File: src/rtl/flash_therm_encoder_pkg.sv
// Shared helpers for the flash thermometer encoder: comparator-count
// derivation, legality test, popcount and the legal parameter ranges.
package flash_therm_encoder_pkg;

  localparam int unsigned MAX_N_BITS      = 8;
  localparam int unsigned MAX_COMP        = (32'd1 << MAX_N_BITS) - 32'd1;
  localparam int unsigned SYNC_STAGES_MIN = 2;
  localparam int unsigned SYNC_STAGES_MAX = 4;
  localparam int unsigned AVG_LOG2_MAX    = 4;

  // Widest thermometer word any instance can carry; narrower words are
  // zero-extended into it before the helpers below are applied.
  typedef logic [MAX_COMP-1:0] therm_word_t;

  function automatic int unsigned n_comp(input int unsigned n_bits);
    return (32'd1 << n_bits) - 32'd1;
  endfunction

  function automatic int unsigned popcount(input therm_word_t w);
    int unsigned cnt;
    cnt = 0;
    for (int i = 0; i < int'(MAX_COMP); i++) begin
      cnt = cnt + 32'(w[i]);
    end
    return cnt;
  endfunction

  // A word of the form 2^k - 1 has no set bit that survives w & (w + 1).
  function automatic logic is_thermometer(input therm_word_t w);
    return (w & (w + therm_word_t'(1))) == '0;
  endfunction

endpackage

File: src/rtl/flash_therm_encoder_bubble_fix.sv
// Combinational single-bubble corrector: majority-of-3 over each bit and its
// neighbours, plus a flag for words that are not a clean thermometer code.
module therm_bubble_fix
  import flash_therm_encoder_pkg::*;
#(
  parameter int unsigned N_COMP = 15
) (
  input  logic [N_COMP-1:0] i_therm,
  input  logic              i_bubble_en,
  output logic [N_COMP-1:0] o_fixed,
  output logic              o_illegal
);

  // Implied 1 below the lowest comparator and 0 above the highest.
  logic [N_COMP+1:0] w_ext;
  therm_word_t       w_wide;

  assign w_ext     = {1'b0, i_therm, 1'b1};
  assign w_wide    = therm_word_t'(i_therm);
  assign o_illegal = ~is_thermometer(w_wide);

  // Vote each bit with its two neighbours when correction is enabled.
  always_comb begin
    o_fixed = i_therm;
    if (i_bubble_en) begin
      for (int i = 0; i < int'(N_COMP); i++) begin
        o_fixed[i] = (w_ext[i] & w_ext[i+1]) | (w_ext[i+1] & w_ext[i+2]) |
                     (w_ext[i] & w_ext[i+2]);
      end
    end
  end

endmodule

File: src/rtl/flash_therm_encoder.sv
// Flash-ADC thermometer encoder: synchroniser, capture, bubble fix + encode,
// optional block averaging, and a saturating bubble-error counter.
module flash_therm_encoder
  import flash_therm_encoder_pkg::*;
#(
  parameter  int unsigned N_BITS      = 4,
  parameter  int unsigned SYNC_STAGES = 2,
  parameter  int unsigned AVG_LOG2    = 0,
  parameter  int unsigned ERR_W       = 8,
  localparam int unsigned N_COMP      = n_comp(N_BITS)
) (
  input  logic              clk,
  input  logic              rst_n,
  input  logic [N_COMP-1:0] therm_in,
  input  logic              sample_en,
  input  logic              bubble_en,
  input  logic              clr,
  output logic [N_BITS-1:0] code_out,
  output logic              code_valid,
  output logic              bubble_err,
  output logic [ERR_W-1:0]  err_count
);

  if (SYNC_STAGES < SYNC_STAGES_MIN || SYNC_STAGES > SYNC_STAGES_MAX) begin : g_bad_sync
    $error("flash_therm_encoder: SYNC_STAGES out of range");
  end
  if (AVG_LOG2 > AVG_LOG2_MAX) begin : g_bad_avg
    $error("flash_therm_encoder: AVG_LOG2 out of range");
  end
  if (N_BITS > MAX_N_BITS) begin : g_bad_bits
    $error("flash_therm_encoder: N_BITS too wide");
  end

  logic [N_COMP-1:0]      r_sync [SYNC_STAGES];
  logic [SYNC_STAGES-1:0] r_sync_vld;
  logic [N_COMP-1:0]      r_cap;
  logic                   r_cap_vld;
  logic [N_COMP-1:0]      w_fixed;
  logic                   w_illegal;
  logic [N_BITS-1:0]      r_c_code;
  logic                   r_c_vld;
  logic                   r_bubble_err;
  logic [ERR_W-1:0]       r_err_count;
  logic [N_BITS-1:0]      r_code_out;
  logic                   r_code_valid;

  // Metastability chain; data runs freely, only the valids qualify it.
  always_ff @(posedge clk or negedge rst_n) begin
    if (!rst_n) begin
      for (int i = 0; i < int'(SYNC_STAGES); i++) r_sync[i] <= '0;
    end else begin
      r_sync[0] <= therm_in;
      for (int i = 1; i < int'(SYNC_STAGES); i++) r_sync[i] <= r_sync[i-1];
    end
  end

  // Valid chain matching the data chain; clr drops everything in flight.
  always_ff @(posedge clk or negedge rst_n) begin
    if (!rst_n)   r_sync_vld <= '0;
    else if (clr) r_sync_vld <= '0;
    else          r_sync_vld <= {r_sync_vld[SYNC_STAGES-2:0], sample_en};
  end

  // Hold the synchronised sample so the corrector only toggles on real samples.
  always_ff @(posedge clk or negedge rst_n) begin
    if (!rst_n) begin
      r_cap     <= '0;
      r_cap_vld <= 1'b0;
    end else begin
      r_cap_vld <= r_sync_vld[SYNC_STAGES-1] & ~clr;
      if (r_sync_vld[SYNC_STAGES-1]) r_cap <= r_sync[SYNC_STAGES-1];
    end
  end

  therm_bubble_fix #(.N_COMP(N_COMP)) u_fix (
    .i_therm     (r_cap),
    .i_bubble_en (bubble_en),
    .o_fixed     (w_fixed),
    .o_illegal   (w_illegal)
  );

  // Stage C: encode the corrected word and flag illegal raw words.
  always_ff @(posedge clk or negedge rst_n) begin
    if (!rst_n) begin
      r_c_code     <= '0;
      r_c_vld      <= 1'b0;
      r_bubble_err <= 1'b0;
    end else begin
      r_c_vld      <= r_cap_vld & ~clr;
      r_bubble_err <= r_cap_vld & w_illegal & ~clr;
      if (r_cap_vld) r_c_code <= N_BITS'(popcount(therm_word_t'(w_fixed)));
    end
  end

  // Saturating bubble counter so calibration reads never wrap to small values.
  always_ff @(posedge clk or negedge rst_n) begin
    if (!rst_n)   r_err_count <= '0;
    else if (clr) r_err_count <= '0;
    else if (r_cap_vld && w_illegal && !(&r_err_count))
      r_err_count <= r_err_count + 1'b1;
  end

  if (AVG_LOG2 == 0) begin : g_pass
    // Stage O pass-through: register each code as it arrives.
    always_ff @(posedge clk or negedge rst_n) begin
      if (!rst_n) begin
        r_code_out   <= '0;
        r_code_valid <= 1'b0;
      end else begin
        r_code_valid <= r_c_vld & ~clr;
        if (r_c_vld && !clr) r_code_out <= r_c_code;
      end
    end
  end else begin : g_avg
    localparam int unsigned ACC_W = N_BITS + AVG_LOG2;

    logic [ACC_W-1:0]    r_acc;
    logic [AVG_LOG2-1:0] r_cnt;
    logic [ACC_W-1:0]    w_sum;

    assign w_sum = r_acc + ACC_W'(r_c_code);

    // Stage O averaging: the closing sample is folded in directly so the
    // block result needs no extra cycle and the accumulator restarts at 0.
    always_ff @(posedge clk or negedge rst_n) begin
      if (!rst_n) begin
        r_acc        <= '0;
        r_cnt        <= '0;
        r_code_out   <= '0;
        r_code_valid <= 1'b0;
      end else if (clr) begin
        r_acc        <= '0;
        r_cnt        <= '0;
        r_code_valid <= 1'b0;
      end else begin
        r_code_valid <= 1'b0;
        if (r_c_vld) begin
          if (&r_cnt) begin
            r_code_out   <= w_sum[ACC_W-1:AVG_LOG2];
            r_code_valid <= 1'b1;
            r_acc        <= '0;
            r_cnt        <= '0;
          end else begin
            r_acc <= w_sum;
            r_cnt <= r_cnt + 1'b1;
          end
        end
      end
    end
  end

  assign code_out   = r_code_out;
  assign code_valid = r_code_valid;
  assign bubble_err = r_bubble_err;
  assign err_count  = r_err_count;

endmodule

File: config.mk
export PLATFORM = sky130hd
export DESIGN_NAME = flash_therm_encoder
export DESIGN_NICKNAME = d
export VERILOG_FILES = /design/src/rtl/flash_therm_encoder_pkg.sv /design/src/rtl/flash_therm_encoder_bubble_fix.sv /design/src/rtl/flash_therm_encoder.sv
export SDC_FILE = /design/constraint.sdc
export NUM_CORES = 1
export LEC_CHECK = 0
export CORE_MARGIN = 2
export CORE_UTILIZATION = 45
export CTS_BUF_LIST = sky130_fd_sc_hd__clkbuf_16
export CTS_CLUSTER_DIAMETER = 30
export DETAILED_ROUTE_END_ITERATION = 7
export PLACE_DENSITY = 0.66
export SYNTH_ARGS = -nofsm -noshare
export SYNTH_HDL_FRONTEND = slang
export SYNTH_SLANG_ARGS = --single-unit
File: constraint.sdc
create_clock -name clk -period 6.05 [get_ports clk]
set_clock_uncertainty 0.1 [all_clocks]
set_input_delay 1.21 -clock clk [delete_from_list [all_inputs] [get_ports clk]]
set_output_delay 1.21 -clock clk [all_outputs]
set_load 0.01 [all_outputs]
# After elaboration in Yosys (flattened, before gate mapping)
# Cells that the tools add are included.
# word_totals
ram_bits	0
memories	0
elab_cells	102
register_bits	67
inputBits	20
latchBits	0
mem_bits_ro	0
output_inout_bits	14
# op_classes
reduce_logical	8
eq_ne	0
n_bitwise	63
order_cmp	0
shift	0
multipliers	0
n_div	0
muxes	4
addsub	16
# ops
op	count
$and 15x255->255	1
$logic_not 255->1	1
$add 4x1->4	11
$and 1x1->1	32
$or 1x1->1	28
$add 15x1->16 const B	1
$mux 8	2
$mux 15	1
$add 8x1->8 const B	1
$reduce_and 8->1	1
$add 3x1->4	1
$add 2x1->3	1
$logic_and 1x1->1	3
$add 1x1->2	1
$logic_not 1->1	2
$mux 2	1
$not 1->1	2
$reduce_bool 2->1	1

# Logic depth before layout (Yosys ltp)
# depth
word_depth	18
ltp_mapped	14
ltp_nobuf	13

# By module
# From an unflattened synthesis, not the netlist that was laid out.
# unflattened
hier_cells	253
area_unflattened_um2	2924.1
# by_module_without_submodules
module	seq_area_each_um2	area_each_um2	cells_per_inst	instances
flash_therm_encoder	1676.6	2555.0	178	1
therm_bubble_fix	0.0	369.1	75	1

# Worst setup path after synthesis
# OpenSTA, ideal clock, no wires.
# synth_timing
path_type	input to register
start	input bubble_en
end	register r_c_code[1]
path_stages	13
path_slack_ns	0.846
required_time_ns	5.825
setup_time_ns	0.125
arrival_time_ns	4.979
path_buffers	1
path_cell_list	clkbuf_1 a21o_1 a22oi_1 fa_1 inv_1 fa_1 fa_1 inv_1 fa_1 fa_1 inv_1 fa_1 mux2_2
# synth_via
elab_chain_cells	15
# synth_rtl
item	line_no	source
start, declared	flash_therm_encoder.sv:16	input logic bubble_en,
$mux 15 *	flash_therm_encoder_bubble_fix.sv:25	if (i_bubble_en) begin
$add 1x1->2	flash_therm_encoder_pkg.sv:23	cnt = cnt + 32'(w[i]);
$add 2x1->3	flash_therm_encoder_pkg.sv:23	
$add 3x1->4	flash_therm_encoder_pkg.sv:23	
$add 4x1->4 (10 in series)	flash_therm_encoder_pkg.sv:23	
$add 4x1->4 *	flash_therm_encoder_pkg.sv:23	
end signal, assigned	flash_therm_encoder.sv:91	if (r_cap_vld) r_c_code <= N_BITS'(popcount(therm_word_t'(w_fixed)));
end, declared	flash_therm_encoder.sv:40	logic [N_BITS-1:0] r_c_code;
# Mark *: on every way between the ends. The rest lies on a longest branch, timed or not.
# A chain may end at the register's enable or synchronous reset.

# Worst setup path in the final report
# Ends and elaborated chain as after synthesis.

==> impl_results.md <==
- Status: completed
- I/O pin cnt: 34
- H-tree depth: 3
- Total power: roughly 1.6 mW
- Final WS setup: 634 ps
- Setup crit start kind: input port
- Period Utilization, post-route: 89.5%
- Antenna violation net count after detailed routing: 0
- Mapped Area: 2980 um^2
- Number of global-route vias before repair: 1761
- Hold_ws: 245 ps
- Wire per inst: about 14 um
- Area occupied by multi-input gates: 1140 um^2
- Reg2reg setup slack: 1680 ps
- Cell taking the most area after synthesis: dfrtp_1
- Total GRT Usage: 15.2%
- GP Congestion: 0.836
- Sequential fraction of the synthesis area: 56.3%
- DRC violations left: 0
- Post-synth top cells: 67 x dfrtp_1, 23 x a21oi_1, 18 x mux2_2
- Critical path, cell by cell: clkdlybuf4s50_1, buf_4, a21o_1, a22oi_1, fa_1, inv_1, fa_1, fa_1, inv_1, fa_1, fa_1, inv_1, fa_1, mux2_2
- Gr ovfl total: 0
- Count leader, synth: dfrtp_1
- TritonCTS clock tree: yes
- Worst slew pin tran: 807 ps
- PostCTS Resize Cnt: 0
- Final-layout fill cell count: approximately 530
- Pre-CTS setup slack: 289 ps
- Hpwl dp: 3.10 mm
- Row count: 29
- Most used cell, CP: fa_1
- Num CTS Buffers: 9
- Crit-path max cell delay: 540 ps
- EDFF count, synth: 0
- Fmax: 185 MHz
- Clk root buf: clkbuf_16
- Antenna violations before repair: 0
- Min Clock Period, post-route: 5420 ps
- Critical-path top delay cell: fa_1
- Initial core utilization: between 40% and 50%
- Critical path fanouts, max: 26
- DRT Wirelength: slightly below 5 mm
- VDD IR-drop max: 0.315 mV
- Yosys cell types: 44
- Yosys reg bits: 67
- FFs w/ async S/R, synth: 100%
- Total of max-cap violations: 0
- CTS max path bufs: 2
- 1st-pass router iterations: 4
- Clock slew at reported path FFs: 50 ps
- Buffer count from post-CTS setup fixing: 0
- Port Buf Inserts: 33
- Main area contributors after synthesis: dfrtp_1 56%, mux2_2 6.8%, fa_1 6.7%
- Critical Path AT: about 5500 ps
- Final core utilization: 56.7%
- PD cells: 442 nW/um^2
- Synthesized net count: between 200 and 300
- Die Width: 85.4 um
- Critical Path RT: 6160 ps
- Syn_area_per_cell: 12.1 um^2
- Largest net degree at the start of global routing: 68
- Share of the synthesized area in the top cell type: 56.3%
- Vias per cell: just over 5
- Cts hold-fix bufs: 0
- Nets@finish: about 310
- RSZ-0062 raised after global routing: no
- Core ar.: approximately 6400 um^2
- Final Hold Fails: 0
- Max Slew Vio Count: 0
- Yosys warns: 0
- Share of layout cells above drive strength 1: approximately 15%
- Leak: 1.60 nW
- Vias after detailed routing: approximately 1800
- FF/Latch Area: 1680 um^2
- CP Class: input port to flop
- Antenna cells: 0
- Synth Flop Type: dfrtp_1
- Max_slew headroom: around 46%
- Cells after Synth: 246
- Final TNS setup: 0 ps
- First-pass GRT wire length: 8.42 mm
- Hold Path Class: flop to flop
- Die height: 85.4 um
- First DRT Iteration DRCs: 73
- Die area: 7290 um^2
- Setup-failing EPs final: 0
- Worst-skew pair later-pin latency: between 300 and 400 ps
- Crit path capture type: flop
- Area growth syn-to-layout: 21.5%
- CTS sink count: 67
[area by class of cell]
| type | instances | area share, % |
|---|---|---|
| clock buffers | 9 | 6.22 |
| clock inverters | 7 | 2.11 |
| inverters | 16 | 1.66 |
| multi-input cells | 146 | 31.6 |
| flip-flops and latches | 67 | 46.3 |
| well taps | 77 | 2.66 |
| repair buffers | 35 | 9.40 |
[stage by stage]
step	area [um^2]	instances
floorplan	2980	246
global placement	3320	341
detailed placement	3320	341
CTS	3620	357
global route	3620	357
finish	3620	357
[worst max-delay path, delay by kind of cell]
family	cells	cell delay, ps
compound gates	2	260
fa+ha+maj	6	2880
buf+inv	5	930
mux	1	260
[power by group]
part           internal [mW]  leakage [nW]  switching (mW)
combinational          0.266         0.644           0.265
sequential             0.502         0.817          0.0576
clock                  0.320         0.144           0.191
[registers in the layout (all words and copies together) (netlist names)]
signal      cells
r_cap          15
r_cap_vld       1
code_out        4
r_sync_vld      2
err_count       8
code_valid      1
bubble_err      1
r_c_vld         1
r_c_code        4
r_sync         30
[final timing paths]
kind	from	endpoint	depth (start not counted)
worst max-delay path	bubble_en	r_c_code[1]	14
worst min-delay path	r_sync[21]	r_sync[6]	0
worst max register to register	r_cap[6]	r_c_code[1]	12
worst min register to register	r_sync[21]	r_sync[6]	0
max in group asynchronous	rst_n	code_out[0]	2
min in group asynchronous	rst_n	r_sync[29]	2
[kinds of logic after synthesis]
family / share of synthesized area, %
AO/OA/AOI/OAI: 12.5
XOR/XNOR: 0.588
adder cells (fa/ha/maj): 7.98
buffers and inverters: 5.29
flip-flops: 56.3
multiplexers: 7.48
AND/OR/NAND/NOR: 9.87
[cells in the final DEF, fill, tap and decap left out, drive strengths merged, types with 2 or more instances in the layout]
| cell type | n |
|---|---|
| clkdlybuf4s50 | 32 |
| nor2b | 5 |
| or2 | 2 |
| mux2i | 2 |
| nand2b | 12 |
| a22oi | 6 |
| a21o | 7 |
| inv | 17 |
| nand3 | 5 |
| clkbuf | 9 |
| o21ai | 7 |
| ha | 3 |
| a21boi | 3 |
| nand2 | 9 |
| mux2 | 18 |
| clkinv | 4 |
| fa | 10 |
| a21oi | 23 |
| or3 | 3 |
| nor2 | 14 |
| buf | 3 |
| dfrtp | 67 |
| nor4 | 3 |
[per-layer routing]
layer / share of wire, % / global-route usage, % / wire length (um) / up-vias
met5: 0 / 0 / 0 / -
li1: - / - / - / 888
met1: 45 / 19.3 / 2200 / 919
met4: 1.7 / 6.78 / 83 / 0
met2: 49 / 23.2 / 2370 / 30
met3: 4.3 / 5.93 / 210 / 10
(Power assumes the default switching activity.)
==> edit 1 (same flow settings) <==
The parameter `N_BITS` goes from 4 to 6.
--- a/src/rtl/flash_therm_encoder.sv
+++ b/src/rtl/flash_therm_encoder.sv
@@ -3,7 +3,7 @@
 module flash_therm_encoder
   import flash_therm_encoder_pkg::*;
 #(
-  parameter  int unsigned N_BITS      = 4,
+  parameter  int unsigned N_BITS      = 6,
   parameter  int unsigned SYNC_STAGES = 2,
   parameter  int unsigned AVG_LOG2    = 0,
   parameter  int unsigned ERR_W       = 8,
Ports: changed (resized code_out and therm_in); port bits go from 34 to 84. No check against the original RTL was run, so the function may have changed too.
==> edit 1 against the original RTL <==
The flow now finishes with violations (setup timing). Worst setup slack lost 1.7 ns. Global-route usage up 6.0 points. Synthesized cell count grew to 3.8 times the old value. Final area grew to 3.8 times the old value. Register-to-register slack got worse by 2.2 ns. Area after synthesis increased to 3.4 times the old value. Utilization grew 4.7 points. Routed wire length rose to 5.1 times the old value. Sequential cell count up 148. Final cell count rose to 4.1 times the old value.
Power is not shown: default switching activity piles up to over one toggle a cycle in this logic, so the estimate is an artifact.
==> edit 1: results (changes against the original RTL) <==
| Metric | Value |
|---|---|
| Vias in the first global route | 7693 (+340%) |
| H-tree level count | 2 (-1) |
| Synth unique cells | 52 (+18%) |
| Placed insts | 1387 (+310%) |
| Start of the worst register-to-register path | r_cap[52]$_DFFE_PN0P_ |
| Status | finished with violations |
| Ratio of cells with drive above 1 in the final layout | 25.0% (+9.7 points) |
| Clock Tree Buf Depth | 3 (+1) |
| Port bufs | 83 (+150%) |
| Cts bufs inserted | 38 (+29) |
| Sequential share of the synthesized area | 52.7% (-3.6 points) |
| 1st-iter DRT viols | 701 (+860%) |
| Largest register FFs | 126 (+320%) |
| R2R cell count | 21 (+9) |
| Reg-to-reg endpoint | r_c_code[4]$_DFFE_PN0P_ |
| WP data arrival | 7.39 ns (+1.86 ns) |
| Worst skew pair latency | 0.52 ns (+0.19 ns) |
| Pre-antenna DRT Iters | 5 (+1) |
| Setup slack after layout | -1.05 ns (-1.69 ns) |
| Crit-path max FO | 22 (-15%) |
| Final setup violation count | 6 (+6) |
| Post-place setup slack | -1.76 ns (-2.05 ns) |
| Syn Nets | 1066 (+280%) |
| Routed Wire Length | 24700 µm (+410%) |
| Min Hold Slack | 0.240 ns (-0.00487 ns) |
| Failing checks | setup timing |
| Gpl congestion | 0.979 (+17%) |
| Post-synth top cells | dfrtp_1 (215), o21ai_0 (102), inv_1 (88) |
| Mean area per synthesized cell | 11.0 µm² (-9.5%) |
| Total GRT Usage | 21.2% (+6.0 points) |
| Slew headroom | 33.5% (-13 points) |
| CP peak stage delay | 0.57 ns (+0.03 ns) |
| First-pass GRT wire length | 39900 µm (+370%) |
| Area after DPL | 12300 µm² (+270%) |
==> edit 1: cell count changes after synthesis, moves of 25 or more <==
cell	before	now
clkbuf_1	6	31
fa_1	10	53
a21oi_1	23	84
inv_1	16	88
dfrtp_1	67	215
o21ai_0	4	102
nand2_1	9	71
mux2_2	18	43
==> edit 1: routing by layer <==
layer	up-vias	global-route usage (%)	wire [µm]
met5	-	0	0
met4	0	7.45	661
met3	50	4.31	1740
met2	284	32.0	11100
met1	3705	30.9	11100
li1	3622	-	-
==> edit 1: kinds of logic after synthesis <==
| logic type | share of synthesized area [%] |
|---|---|
| fa+ha+maj | 12.0 |
| mux | 5.03 |
| buf+inv | 5.41 |
| compound gates | 13.8 |
| xor+xnor | 0.429 |
| simple gates | 10.7 |
| flops | 52.7 |
==> edit 1: worst max path at each step <==
stage | depth (start not counted) | start | end
2_1_floorplan | 23 | bubble_en | r_c_code[4]$_DFFE_PN0P_
3_3_place_gp | 22 | bubble_en | r_c_code[4]$_DFFE_PN0P_
3_5_place_dp | 24 | bubble_en | r_c_code[5]$_DFFE_PN0P_
4_1_cts | 22 | bubble_en | r_c_code[4]$_DFFE_PN0P_
5_1_grt | 26 | bubble_en | r_c_code[5]$_DFFE_PN0P_
6_report | 24 | bubble_en | r_c_code[4]$_DFFE_PN0P_
==> edit 1: what timing repair did <==
action,CTS,global route
hold endpoints to repair,0,0
buffers inserted,0,2
endpoints found under the setup margin,6,6
cloned,0,2
pin swaps,4,13
resized for setup,14,17
==> edit 1: final cells by class <==
class | instances | area (µm²)
multi-input cells | 575 | 4370
inverters | 88 | 334
repair buffers | 228 | 2020
well taps | 285 | 357
clock inverters | 30 | 358
clock buffers | 38 | 951
flip-flops and latches | 215 | 5380
fillers | 1815 | 8660
==> edit 2 (same settings) <==
Without the edit above. Reset style: synchronous (`rst_n`), changed in 7 clocked blocks.
--- a/src/rtl/flash_therm_encoder.sv
+++ b/src/rtl/flash_therm_encoder.sv
@@ -45,7 +45,7 @@
   logic                   r_code_valid;
 
   // Metastability chain; data runs freely, only the valids qualify it.
-  always_ff @(posedge clk or negedge rst_n) begin
+  always_ff @(posedge clk) begin
     if (!rst_n) begin
       for (int i = 0; i < int'(SYNC_STAGES); i++) r_sync[i] <= '0;
     end else begin
@@ -55,14 +55,14 @@
   end
 
   // Valid chain matching the data chain; clr drops everything in flight.
-  always_ff @(posedge clk or negedge rst_n) begin
+  always_ff @(posedge clk) begin
     if (!rst_n)   r_sync_vld <= '0;
     else if (clr) r_sync_vld <= '0;
     else          r_sync_vld <= {r_sync_vld[SYNC_STAGES-2:0], sample_en};
   end
 
   // Hold the synchronised sample so the corrector only toggles on real samples.
-  always_ff @(posedge clk or negedge rst_n) begin
+  always_ff @(posedge clk) begin
     if (!rst_n) begin
       r_cap     <= '0;
       r_cap_vld <= 1'b0;
@@ -80,7 +80,7 @@
   );
 
   // Stage C: encode the corrected word and flag illegal raw words.
-  always_ff @(posedge clk or negedge rst_n) begin
+  always_ff @(posedge clk) begin
     if (!rst_n) begin
       r_c_code     <= '0;
       r_c_vld      <= 1'b0;
@@ -93,7 +93,7 @@
   end
 
   // Saturating bubble counter so calibration reads never wrap to small values.
-  always_ff @(posedge clk or negedge rst_n) begin
+  always_ff @(posedge clk) begin
     if (!rst_n)   r_err_count <= '0;
     else if (clr) r_err_count <= '0;
     else if (r_cap_vld && w_illegal && !(&r_err_count))
@@ -102,7 +102,7 @@
 
   if (AVG_LOG2 == 0) begin : g_pass
     // Stage O pass-through: register each code as it arrives.
-    always_ff @(posedge clk or negedge rst_n) begin
+    always_ff @(posedge clk) begin
       if (!rst_n) begin
         r_code_out   <= '0;
         r_code_valid <= 1'b0;
@@ -122,7 +122,7 @@
 
     // Stage O averaging: the closing sample is folded in directly so the
     // block result needs no extra cycle and the accumulator restarts at 0.
-    always_ff @(posedge clk or negedge rst_n) begin
+    always_ff @(posedge clk) begin
       if (!rst_n) begin
         r_acc        <= '0;
         r_cnt        <= '0;
Check against the original RTL: not settled (the Yosys comparison gave no result); the edit may change what the design does.
==> edit 2 against the original RTL <==
Non-clock buffer count is 1 higher. Die area is 0.20% higher. Worst setup slack worse by 0.12 ns. Critical endpoint is now r_c_code[2]$_SDFFE_PN0P_. Via count is 17% higher. Routed wire length is 5.8% higher. Synthesized cell count is 29% higher. Critical path depth is 3 higher. Sequential cell count stayed put. Final cell count is 19% higher. Area after synthesis is 0.21% higher. Final area is 0.10% lower. Sequential share of layout area is 9.2 points lower.
Power is not compared: it rests on default switching activity, and its combinational part moved more than twofold at a synthesized area within 25%.
==> edit 2: results (changes against the original RTL) <==
| Metric | Value |
|---|---|
| Hold Path End | r_sync[1][12]$_SDFF_PN0_ |
| CP max stage cell | clkdlybuf4s50_1 |
| Largest class | multi-input combinational cells |
| Crit-path max FO | 15 (-42%) |
| Largest net degree at the start of global routing | 56 (-18%) |
| WL/cell | 12.1 µm (-11%) |
| Via count | 2155 (+17%) |
| Layout fillers | 580 (+8.8%) |
| Syn Nets | 351 (+26%) |
| Status | completed |
| Sequential fraction of total cell area | 37.1% (-9.2 points) |
| Worst hold path cell count | 1 (+1) |
| Detailed placer's ending HPWL | 3490 µm (+13%) |
| Synth unique cells | 38 (-14%) |
| Setup slack, reg-to-reg | 1.79 ns (+0.11 ns) |
| WP data arrival | 5.66 ns (+0.13 ns) |
| First-pass GRT wire length | 8890 µm (+5.6%) |
| Sequential share of the synthesized area | 44.9% (-11 points) |
| 1st-iter DRT viols | 96 (+32%) |
| Non-Filler Instances | 426 (+19%) |
| Vias in the first global route | 1972 (+12%) |
| Ratio of cells with drive above 1 in the final layout | 6.02% (-9.3 points) |
| Non-clock buffer share | 9.76% (+0.36 points) |
| Synth Area in Compound Gates | 11.9% (-0.57 points) |
| Count of multi-input gates | 215 (+47%) |
| XOR/XNOR share of the synthesized area | 0.293% (-0.29 points) |
| Mean area per synthesized cell | 9.39 µm² (-22%) |
| Multi-input gate area | 1490 µm² (+30%) |
-- edit 2: stage by stage --
| step | utilization (%) | total power [mW] | hold WS, ns | instance area, µm² | worst slack [ns] |
|---|---|---|---|---|---|
| 6_report | 56.6 | 0.980 | 0.329 | 3620 | 0.511 |
| 5_1_grt | 56.6 | 1.02 | 0.338 | 3620 | 0.274 |
| 2_1_floorplan | - | 0.484 | 0.306 | 2990 | 0.686 |
| 4_1_cts | 56.6 | 0.994 | 0.329 | 3620 | 0.515 |
| 3_3_place_gp | 52.2 | 0.500 | 0.314 | 3330 | 0.283 |
| 3_5_place_dp | 52.2 | 0.501 | 0.317 | 3330 | 0.176 |
-- edit 2: routing by layer --
layer,share of wire [%],GRT usage [%]
met5,0,0
met4,0.93,7.79
met3,4.1,4.77
met2,47,24.1
met1,48,19.9
